**src/rtl/ref_nco_tracker_if.sv**
```systemverilog
// ref_nco_tracker_if
//   Bundles the sample/loop-control inputs and the reference/status outputs
//   of ref_nco_tracker so the block drops in as a single bus.
// Signals
//   sample_en     1   one-cycle strobe, one per sample
//   enable        1   1 = run the phase search loop, 0 = go idle
//   adjust        1   correlation-above-threshold flag from lp_filter
//   ref_out       10  signed reference sample, -511..+511
//   ref_valid     1   one-cycle pulse, ref_out updated this cycle
//   locked        1   high while the loop holds correlation
//   phase_offset  32  offset currently added to the phase accumulator
//   sweep_wrap    1   one-cycle pulse when phase_offset wraps past 2^32
// Modports
//   master  drives the strobe/control inputs, observes the outputs
//   slave   the tracker itself
interface ref_nco_tracker_if;
    logic              sample_en;
    logic              enable;
    logic              adjust;
    logic signed [9:0] ref_out;
    logic              ref_valid;
    logic              locked;
    logic [31:0]       phase_offset;
    logic              sweep_wrap;

    modport master (
        output sample_en, enable, adjust,
        input  ref_out, ref_valid, locked, phase_offset, sweep_wrap
    );

    modport slave (
        input  sample_en, enable, adjust,
        output ref_out, ref_valid, locked, phase_offset, sweep_wrap
    );
endinterface

```
**src/rtl/ref_nco_tracker.sv**
```systemverilog
// ref_nco_tracker
//   NCO producing the signed 10-bit reference sinusoid for the lp_filter
//   correlator, plus the phase search loop that steps the reference phase
//   offset until lp_filter reports sustained correlation ('adjust').
// Ports
//   clk        system clock
//   sys_rst_n  asynchronous active-low reset
//   bus        ref_nco_tracker_if.slave: sample_en/enable/adjust in,
//              ref_out/ref_valid/locked/phase_offset/sweep_wrap out
// Datapath latency: sample_en -> ref_valid is 2 clocks.
module ref_nco_tracker #(
    parameter logic [31:0] FCW        = 32'h0400_0000,
    parameter logic [31:0] PHASE_STEP = 32'h0800_0000,
    parameter int unsigned SETTLE_CNT = 80,
    parameter int unsigned LOCK_CNT   = 16,
    parameter int unsigned LOSS_CNT   = 16
) (
    input logic              clk,
    input logic              sys_rst_n,
    ref_nco_tracker_if.slave bus
);

    localparam int unsigned SW = $clog2(SETTLE_CNT + 1);
    localparam int unsigned HW = $clog2(LOCK_CNT + 1);
    localparam int unsigned MW = $clog2(LOSS_CNT + 1);

    // Quarter-wave table: round(511*sin(pi/2*(i+0.5)/64)). The half-step
    // offset makes the fold symmetric, so no entry is ever zero.
    localparam logic [8:0] SINE_LUT [64] = '{
        9'd6,   9'd19,  9'd31,  9'd44,  9'd56,  9'd69,  9'd81,  9'd94,
        9'd106, 9'd118, 9'd130, 9'd142, 9'd154, 9'd166, 9'd178, 9'd190,
        9'd201, 9'd213, 9'd224, 9'd235, 9'd246, 9'd257, 9'd268, 9'd279,
        9'd289, 9'd299, 9'd309, 9'd319, 9'd329, 9'd338, 9'd348, 9'd357,
        9'd366, 9'd374, 9'd383, 9'd391, 9'd399, 9'd407, 9'd414, 9'd421,
        9'd428, 9'd435, 9'd441, 9'd448, 9'd454, 9'd459, 9'd465, 9'd470,
        9'd474, 9'd479, 9'd483, 9'd487, 9'd491, 9'd494, 9'd497, 9'd500,
        9'd502, 9'd505, 9'd506, 9'd508, 9'd509, 9'd510, 9'd511, 9'd511
    };

    typedef enum logic [1:0] {IDLE, SETTLE, SEARCH, LOCKED} state_t;

    state_t            state, state_nxt;
    logic [SW-1:0]     settle_cnt, settle_nxt;
    logic [HW-1:0]     hit_cnt, hit_nxt;
    logic [MW-1:0]     miss_cnt, miss_nxt;
    logic              offset_step;

    logic [31:0]       acc;
    logic [31:0]       phase_offset;
    logic [32:0]       offset_sum;
    logic              sweep_wrap;

    logic [31:0]       phase_s1;
    logic              valid_s1;
    logic [1:0]        quad;
    logic [5:0]        idx;
    logic [5:0]        addr;
    logic [9:0]        lut_ext;
    logic signed [9:0] ref_q;
    logic              ref_valid_q;

    // ---------------- phase search FSM ----------------
    always_ff @(posedge clk or negedge sys_rst_n) begin
        if (!sys_rst_n) begin
            state      <= IDLE;
            settle_cnt <= '0;
            hit_cnt    <= '0;
            miss_cnt   <= '0;
        end else begin
            state      <= state_nxt;
            settle_cnt <= settle_nxt;
            hit_cnt    <= hit_nxt;
            miss_cnt   <= miss_nxt;
        end
    end

    always_comb begin
        state_nxt   = state;
        settle_nxt  = settle_cnt;
        hit_nxt     = hit_cnt;
        miss_nxt    = miss_cnt;
        offset_step = 1'b0;
        // Dropping enable wins over everything and does not wait for a strobe.
        if (!bus.enable) begin
            state_nxt  = IDLE;
            settle_nxt = '0;
            hit_nxt    = '0;
            miss_nxt   = '0;
        end else if (bus.sample_en) begin
            case (state)
                IDLE: begin
                    state_nxt  = SETTLE;
                    settle_nxt = '0;
                    hit_nxt    = '0;
                    miss_nxt   = '0;
                end
                SETTLE: begin
                    if (settle_cnt == SW'(SETTLE_CNT - 1)) begin
                        state_nxt  = SEARCH;
                        settle_nxt = '0;
                        hit_nxt    = '0;
                    end else begin
                        settle_nxt = settle_cnt + 1'b1;
                    end
                end
                SEARCH: begin
                    if (bus.adjust) begin
                        if (hit_cnt == HW'(LOCK_CNT - 1)) begin
                            state_nxt = LOCKED;
                            hit_nxt   = '0;
                            miss_nxt  = '0;
                        end else begin
                            hit_nxt = hit_cnt + 1'b1;
                        end
                    end else begin
                        hit_nxt     = '0;
                        offset_step = 1'b1;
                        state_nxt   = SETTLE;
                        settle_nxt  = '0;
                    end
                end
                LOCKED: begin
                    if (!bus.adjust) begin
                        if (miss_cnt == MW'(LOSS_CNT - 1)) begin
                            state_nxt = SEARCH;
                            miss_nxt  = '0;
                            hit_nxt   = '0;
                        end else begin
                            miss_nxt = miss_cnt + 1'b1;
                        end
                    end else begin
                        miss_nxt = '0;
                    end
                end
                default: state_nxt = IDLE;
            endcase
        end
    end

    // ---------------- phase offset and wrap flag ----------------
    assign offset_sum = {1'b0, phase_offset} + {1'b0, PHASE_STEP};

    always_ff @(posedge clk or negedge sys_rst_n) begin
        if (!sys_rst_n) begin
            phase_offset <= '0;
            sweep_wrap   <= 1'b0;
        end else begin
            sweep_wrap <= 1'b0;
            if (offset_step) begin
                phase_offset <= offset_sum[31:0];
                sweep_wrap   <= offset_sum[32];
            end
        end
    end

    // ---------------- NCO pipeline ----------------
    // S0: capture phase from the pre-increment accumulator and the offset in
    // force at this strobe; an offset step on the same edge lands next sample.
    always_ff @(posedge clk or negedge sys_rst_n) begin
        if (!sys_rst_n) begin
            acc      <= '0;
            phase_s1 <= '0;
            valid_s1 <= 1'b0;
        end else begin
            valid_s1 <= bus.sample_en;
            if (bus.sample_en) begin
                acc      <= acc + FCW;
                phase_s1 <= acc + phase_offset;
            end
        end
    end

    // S1: fold the phase onto the quarter-wave table.
    assign quad    = phase_s1[31:30];
    assign idx     = phase_s1[29:24];
    assign addr    = quad[0] ? (6'd63 - idx) : idx;
    assign lut_ext = {1'b0, SINE_LUT[addr]};

    // S2: apply the half-wave sign and publish.
    always_ff @(posedge clk or negedge sys_rst_n) begin
        if (!sys_rst_n) begin
            ref_q       <= '0;
            ref_valid_q <= 1'b0;
        end else begin
            ref_valid_q <= valid_s1;
            if (valid_s1) begin
                ref_q <= quad[1] ? (10'd0 - lut_ext) : lut_ext;
            end
        end
    end

    assign bus.ref_out      = ref_q;
    assign bus.ref_valid    = ref_valid_q;
    assign bus.locked       = (state == LOCKED);
    assign bus.phase_offset = phase_offset;
    assign bus.sweep_wrap   = sweep_wrap;

endmodule
```
**src/flat_wrapper.sv**
```systemverilog
// flat-port wrapper written by rule: the top's interface ports become plain ports
module ref_nco_tracker_flat 
#(
    parameter logic [31:0] FCW        = 32'h0400_0000,
    parameter logic [31:0] PHASE_STEP = 32'h0800_0000,
    parameter int unsigned SETTLE_CNT = 80,
    parameter int unsigned LOCK_CNT   = 16,
    parameter int unsigned LOSS_CNT   = 16
)
  (clk, sys_rst_n, bus_sample_en, bus_enable, bus_adjust, bus_ref_out, bus_ref_valid, bus_locked, bus_phase_offset, bus_sweep_wrap);
  ref_nco_tracker_if bus_i ();
  input logic clk;
  input logic sys_rst_n;
  input wire logic [$bits(bus_i.sample_en)-1:0] bus_sample_en;
  input wire logic [$bits(bus_i.enable)-1:0] bus_enable;
  input wire logic [$bits(bus_i.adjust)-1:0] bus_adjust;
  output wire logic [$bits(bus_i.ref_out)-1:0] bus_ref_out;
  output wire logic [$bits(bus_i.ref_valid)-1:0] bus_ref_valid;
  output wire logic [$bits(bus_i.locked)-1:0] bus_locked;
  output wire logic [$bits(bus_i.phase_offset)-1:0] bus_phase_offset;
  output wire logic [$bits(bus_i.sweep_wrap)-1:0] bus_sweep_wrap;
  assign bus_i.sample_en = bus_sample_en;
  assign bus_i.enable = bus_enable;
  assign bus_i.adjust = bus_adjust;
  assign bus_ref_out = bus_i.ref_out;
  assign bus_ref_valid = bus_i.ref_valid;
  assign bus_locked = bus_i.locked;
  assign bus_phase_offset = bus_i.phase_offset;
  assign bus_sweep_wrap = bus_i.sweep_wrap;
  ref_nco_tracker #(.FCW(FCW), .PHASE_STEP(PHASE_STEP), .SETTLE_CNT(SETTLE_CNT), .LOCK_CNT(LOCK_CNT), .LOSS_CNT(LOSS_CNT)) u_core (.clk(clk), .sys_rst_n(sys_rst_n), .bus(bus_i));
endmodule
```
**config.mk**
```make
export PLATFORM = sky130hd
export DESIGN_NAME = ref_nco_tracker_flat
export DESIGN_NICKNAME = d
export VERILOG_FILES = /design/src/rtl/ref_nco_tracker_if.sv /design/src/rtl/ref_nco_tracker.sv /design/src/flat_wrapper.sv
export SDC_FILE = /design/constraint.sdc
export NUM_CORES = 1
export LEC_CHECK = 0
export CAP_MARGIN = 20
export CORE_MARGIN = 4
export CORE_UTILIZATION = 57
export CTS_CLUSTER_SIZE = 40
export DETAILED_ROUTE_END_ITERATION = 10
export DONT_BUFFER_PORTS = 1
export MAX_ROUTING_LAYER = met4
export PLACE_DENSITY = 0.87
export SLEW_MARGIN = 20
export SYNTH_ARGS = -nofsm -noshare
export SYNTH_HDL_FRONTEND = slang
export SYNTH_SLANG_ARGS = --single-unit
```
**constraint.sdc**
```tcl
create_clock -name clk -period 2.99 [get_ports clk]
set_input_delay 0.598 -clock clk [delete_from_list [all_inputs] [get_ports clk]]
set_output_delay 0.598 -clock clk [all_outputs]
set_load 0.02 [all_outputs]
```
==> flow_summary.yaml, run 1 <==
sta:
  maxSlewHeadroom_pct: 58.2
  finalSetupTns_ns: 0
  skew_ns: 0.0105
  clock.fmax_mhz: 360
  setup_viol: 0
  min_period_ns: 2.78
  finalCritPeriodShare_pct: 92.9
  worstMarginPinSlew_ns: 0.625
  hold_viol_final: 0
  report.final.slew_viol_count: 0
  rsz0062_at_grt: "no"
critical_path:
  cp-start-kind: "flip-flop"
  critical_path.max_stage_delay_ns: 0.45
  critPathRequiredTime_ns: 3.19
  critPathKind: "reg -> reg"
  worst-path-max-fanout: 8
  arrival_ns: 2.98
  critPathCaptureType: "flip-flop"
  slowest_stage: "dfrtp_1"
  rrSetupSlack_ns: 0.21
  cpMostUsedCell: "inv_1"
  critPathTopFamily: "compound AO/OA/AOI/OAI gates"
  cp_cell_sequence: "inv_1 > ha_2 > nand2b_1 > a221oi_1 > a31oi_1 > nand2_1 > ha_1 > inv_1 > o31ai_1 > xor2_1 > mux2_2"
  crit_buf_inv: 2
logic_synthesis:
  synth_cells: 404
  synth_top_area_share_pct: 34.0
  synth_edf_count: 0
  yosysWarnings: 0
  syn_area_per_cell_sq_um: 8.93
  synth_cell_types: 65
  synth_seq_cells: 49
  syn_area_sq_um: 3610
  synthArstFlopShare_pct: 100
  seq_area_frac_synth_pct: 34.0
  synth.area.top_cells: "dfrtp_1 (34%), ha_1 (8.3%), buf_4 (5.8%), nand2_1 (4.1%), o21ai_0 (3.9%)"
  yosys.area.top_type: "dfrtp_1"
  yosys_most_used_dff: "dfrtp_1"
outcome:
  outcome: "finished, final reports clean"
detailed_routing:
  dr_total_vias: 2846
  wl_mm: 7.31
  drc: 0
  firstDrtPassIters: 4
  drtIter0Drc: 249
  avgViaCountPerCell: 5.94
  drtAntennaViolNets: 0
  wl_per_cell_microns: 15.3
final_layout:
  fin_nets: 433
  nFillCells: 525
  area_delta_synth_final_pct: 2.95
  postLayoutCoreUtil_pct: 61.6
  n_antenna_cell: 0
  seq_area_sq_um: 1230
  drive_above_1_share_pct: 8.66
  multi_input_area_sq_um: 2130
  final_area_sq_um: 3710
cts:
  clock-root-buffer: "clkbuf_8"
  clock_sinks: 49
  cts.path.max_buffers: 2
  postCtsSetupBuffers: 0
  htreeDepth: 2
  clkSlewWorstSetupHoldPaths_ns: 0.10
  cts_made_buffers: 5
  cts_tree: "yes"
  worstSkewPairLatency_ns: 0.31
floorplan:
  core-area_sq_um: 6030
  dieArea_sq_um: 7670
  rows: 28
  die_x_microns: 87.6
  die_h_microns: 87.6
  io_pins: 50
  start_util_pct: 59.9
global_routing:
  grt_max_degree: 50
  antenna_found_initial: 0
  grt_overflow: 0
  grt_pass1_vias: 2709
  grtUsageTotal_pct: 20.9
  grt_pass1_wl_mm: 12.6
placement:
  dpl.hpwl_mm: 5.51
  portBuffers: 0
  place_area_sq_um: 3590
  place.gp.congestion: 0.979
worst_hold_path:
  holdCritPathClass: "in -> async"
power:
  ir_drop_mv: 0.596
  p_per_area_nw_per_um2: 1100
  p_leak_nw: 1.72
flow_run:
  maxCapViolations: 0
[worst reg2reg max path: stages (launching register included)]
cell and delay (ns):
dfrtp_1 0.45, inv_1 0.18, ha_2 0.36, nand2b_1 0.17
a221oi_1 0.36, a31oi_1 0.14, nand2_1 0.11, ha_1 0.21
inv_1 0.07, o31ai_1 0.27, xor2_1 0.10, mux2_2 0.26
[cell families (layout without fill, tap and decap cells)]
| group | Yosys count | in the layout | synth area share (%) |
|---|---|---|---|
| buf+inv | 64 | 38 | 9.75 |
| simple gates | 141 | 141 | 20.7 |
| xor+xnor | 18 | 18 | 4.58 |
| fa+ha+maj | 25 | 25 | 8.88 |
| compound gates | 93 | 93 | 17.8 |
| flops | 49 | 49 | 34.0 |
| mux | 13 | 13 | 4.16 |
| other cells | 1 | 27 | 0.104 |
[sequential cells by signal (all words and copies together) (netlist names)]
register                 flops
u_core.settle_cnt            7
u_core.state                 2
u_core.bus.phase_offset      5
u_core.miss_cnt              5
u_core.hit_cnt               5
u_core.valid_s1              1
u_core.bus.ref_out          10
u_core.bus.ref_valid         1
u_core.phase_s1              6
u_core.bus.sweep_wrap        1
u_core.acc                   6
[Yosys cell counts (all sizes together), types with 3 or more instances]
cell    count
a31oi       8
inv        19
nor4b       3
nand3      17
nand3b      3
and2        3
nor3        6
nand4       9
o21ai      29
mux2        6
a21o        5
dfrtp      49
ha         24
xor2        6
a21oi      15
nor2b      12
mux2i       6
nor2       19
clkbuf     10
buf        35
a211oi      3
xnor2      12
o21a        3
o31ai       4
or3         4
or3b        3
nand2      39
and3        4
or4b        3
nand2b     10
[through the flow]
stage	hold WS [ns]	total power [W]	setup WS [ns]	cells
floorplan	0.302	0.00311	0.0572	430
global placement	0.305	0.00357	0.366	470
detailed placement	0.304	0.00363	0.261	470
CTS	0.134	0.00407	0.210	479
global route	0.125	0.00446	0.0355	479
finish	0.113	0.00407	0.213	479
[worst paths after layout]
kind / to / depth (start not counted) / startpoint
setup / recovery: u_core.bus.ref_out[4] / 11 / u_core.phase_s1[26]
max in group asynchronous: u_core.miss_cnt[1] / 1 / sys_rst_n
min in group clk: u_core.valid_s1 / 0 / bus_sample_en
setup reg to reg: u_core.bus.ref_out[4] / 11 / u_core.phase_s1[26]
hold / removal: u_core.bus.ref_out[8] / 1 / sys_rst_n
hold reg to reg: u_core.acc[31] / 1 / u_core.acc[31]
[where the power goes]
group          total (W)  switching [W]  internal [W]  leakage [nW]
Sequential       0.00117       0.000324      0.000844         0.629
Clock           0.000408       0.000242      0.000167        0.0445
Combinational    0.00249        0.00142       0.00107          1.04
Total            0.00407        0.00199       0.00208          1.72
[per-layer routing]
layer | track usage [%] | routed length [microns] | up-vias
li1 | - | - | 1387
met1 | 27.7 | 3250 | 1379
met2 | 32.6 | 3580 | 66
met3 | 3.67 | 344 | 14
met4 | 6.69 | 129 | 0
met5 | - | 0 | -
[cells in the final DEF, fill, tap and decap left out, drive strengths merged, types with 15 or more instances in the layout]
master	instances
a21oi	15
nand2	39
conb	27
ha	24
nand3	17
inv	20
dfrtp	49
o21ai	29
nor2	19
[timing repair]
action	in CTS	in global routing
gates resized for setup	0	1
hold buffers	1	0
setup endpoints to repair	0	1
endpoints found under the hold margin	49	0
[layout make-up]
cell class | instances | area share (%)
Inverter | 19 | 1.92
Tap cell | 75 | 2.53
Clock inverter | 3 | 0.573
Timing Repair Buffer | 11 | 2.76
Multi-Input combinational cell | 317 | 57.3
Sequential cell | 49 | 33.0
Clock buffer | 5 | 1.85
Power figures use the tool's default switching activity.
==> run 2, diff against run 1 <==
ABC_CLOCK_PERIOD_IN_PS = 2990   (was unset)
==> results of run 2 <==
The final DEF is identical to that of run 1; final timing and power are the same.
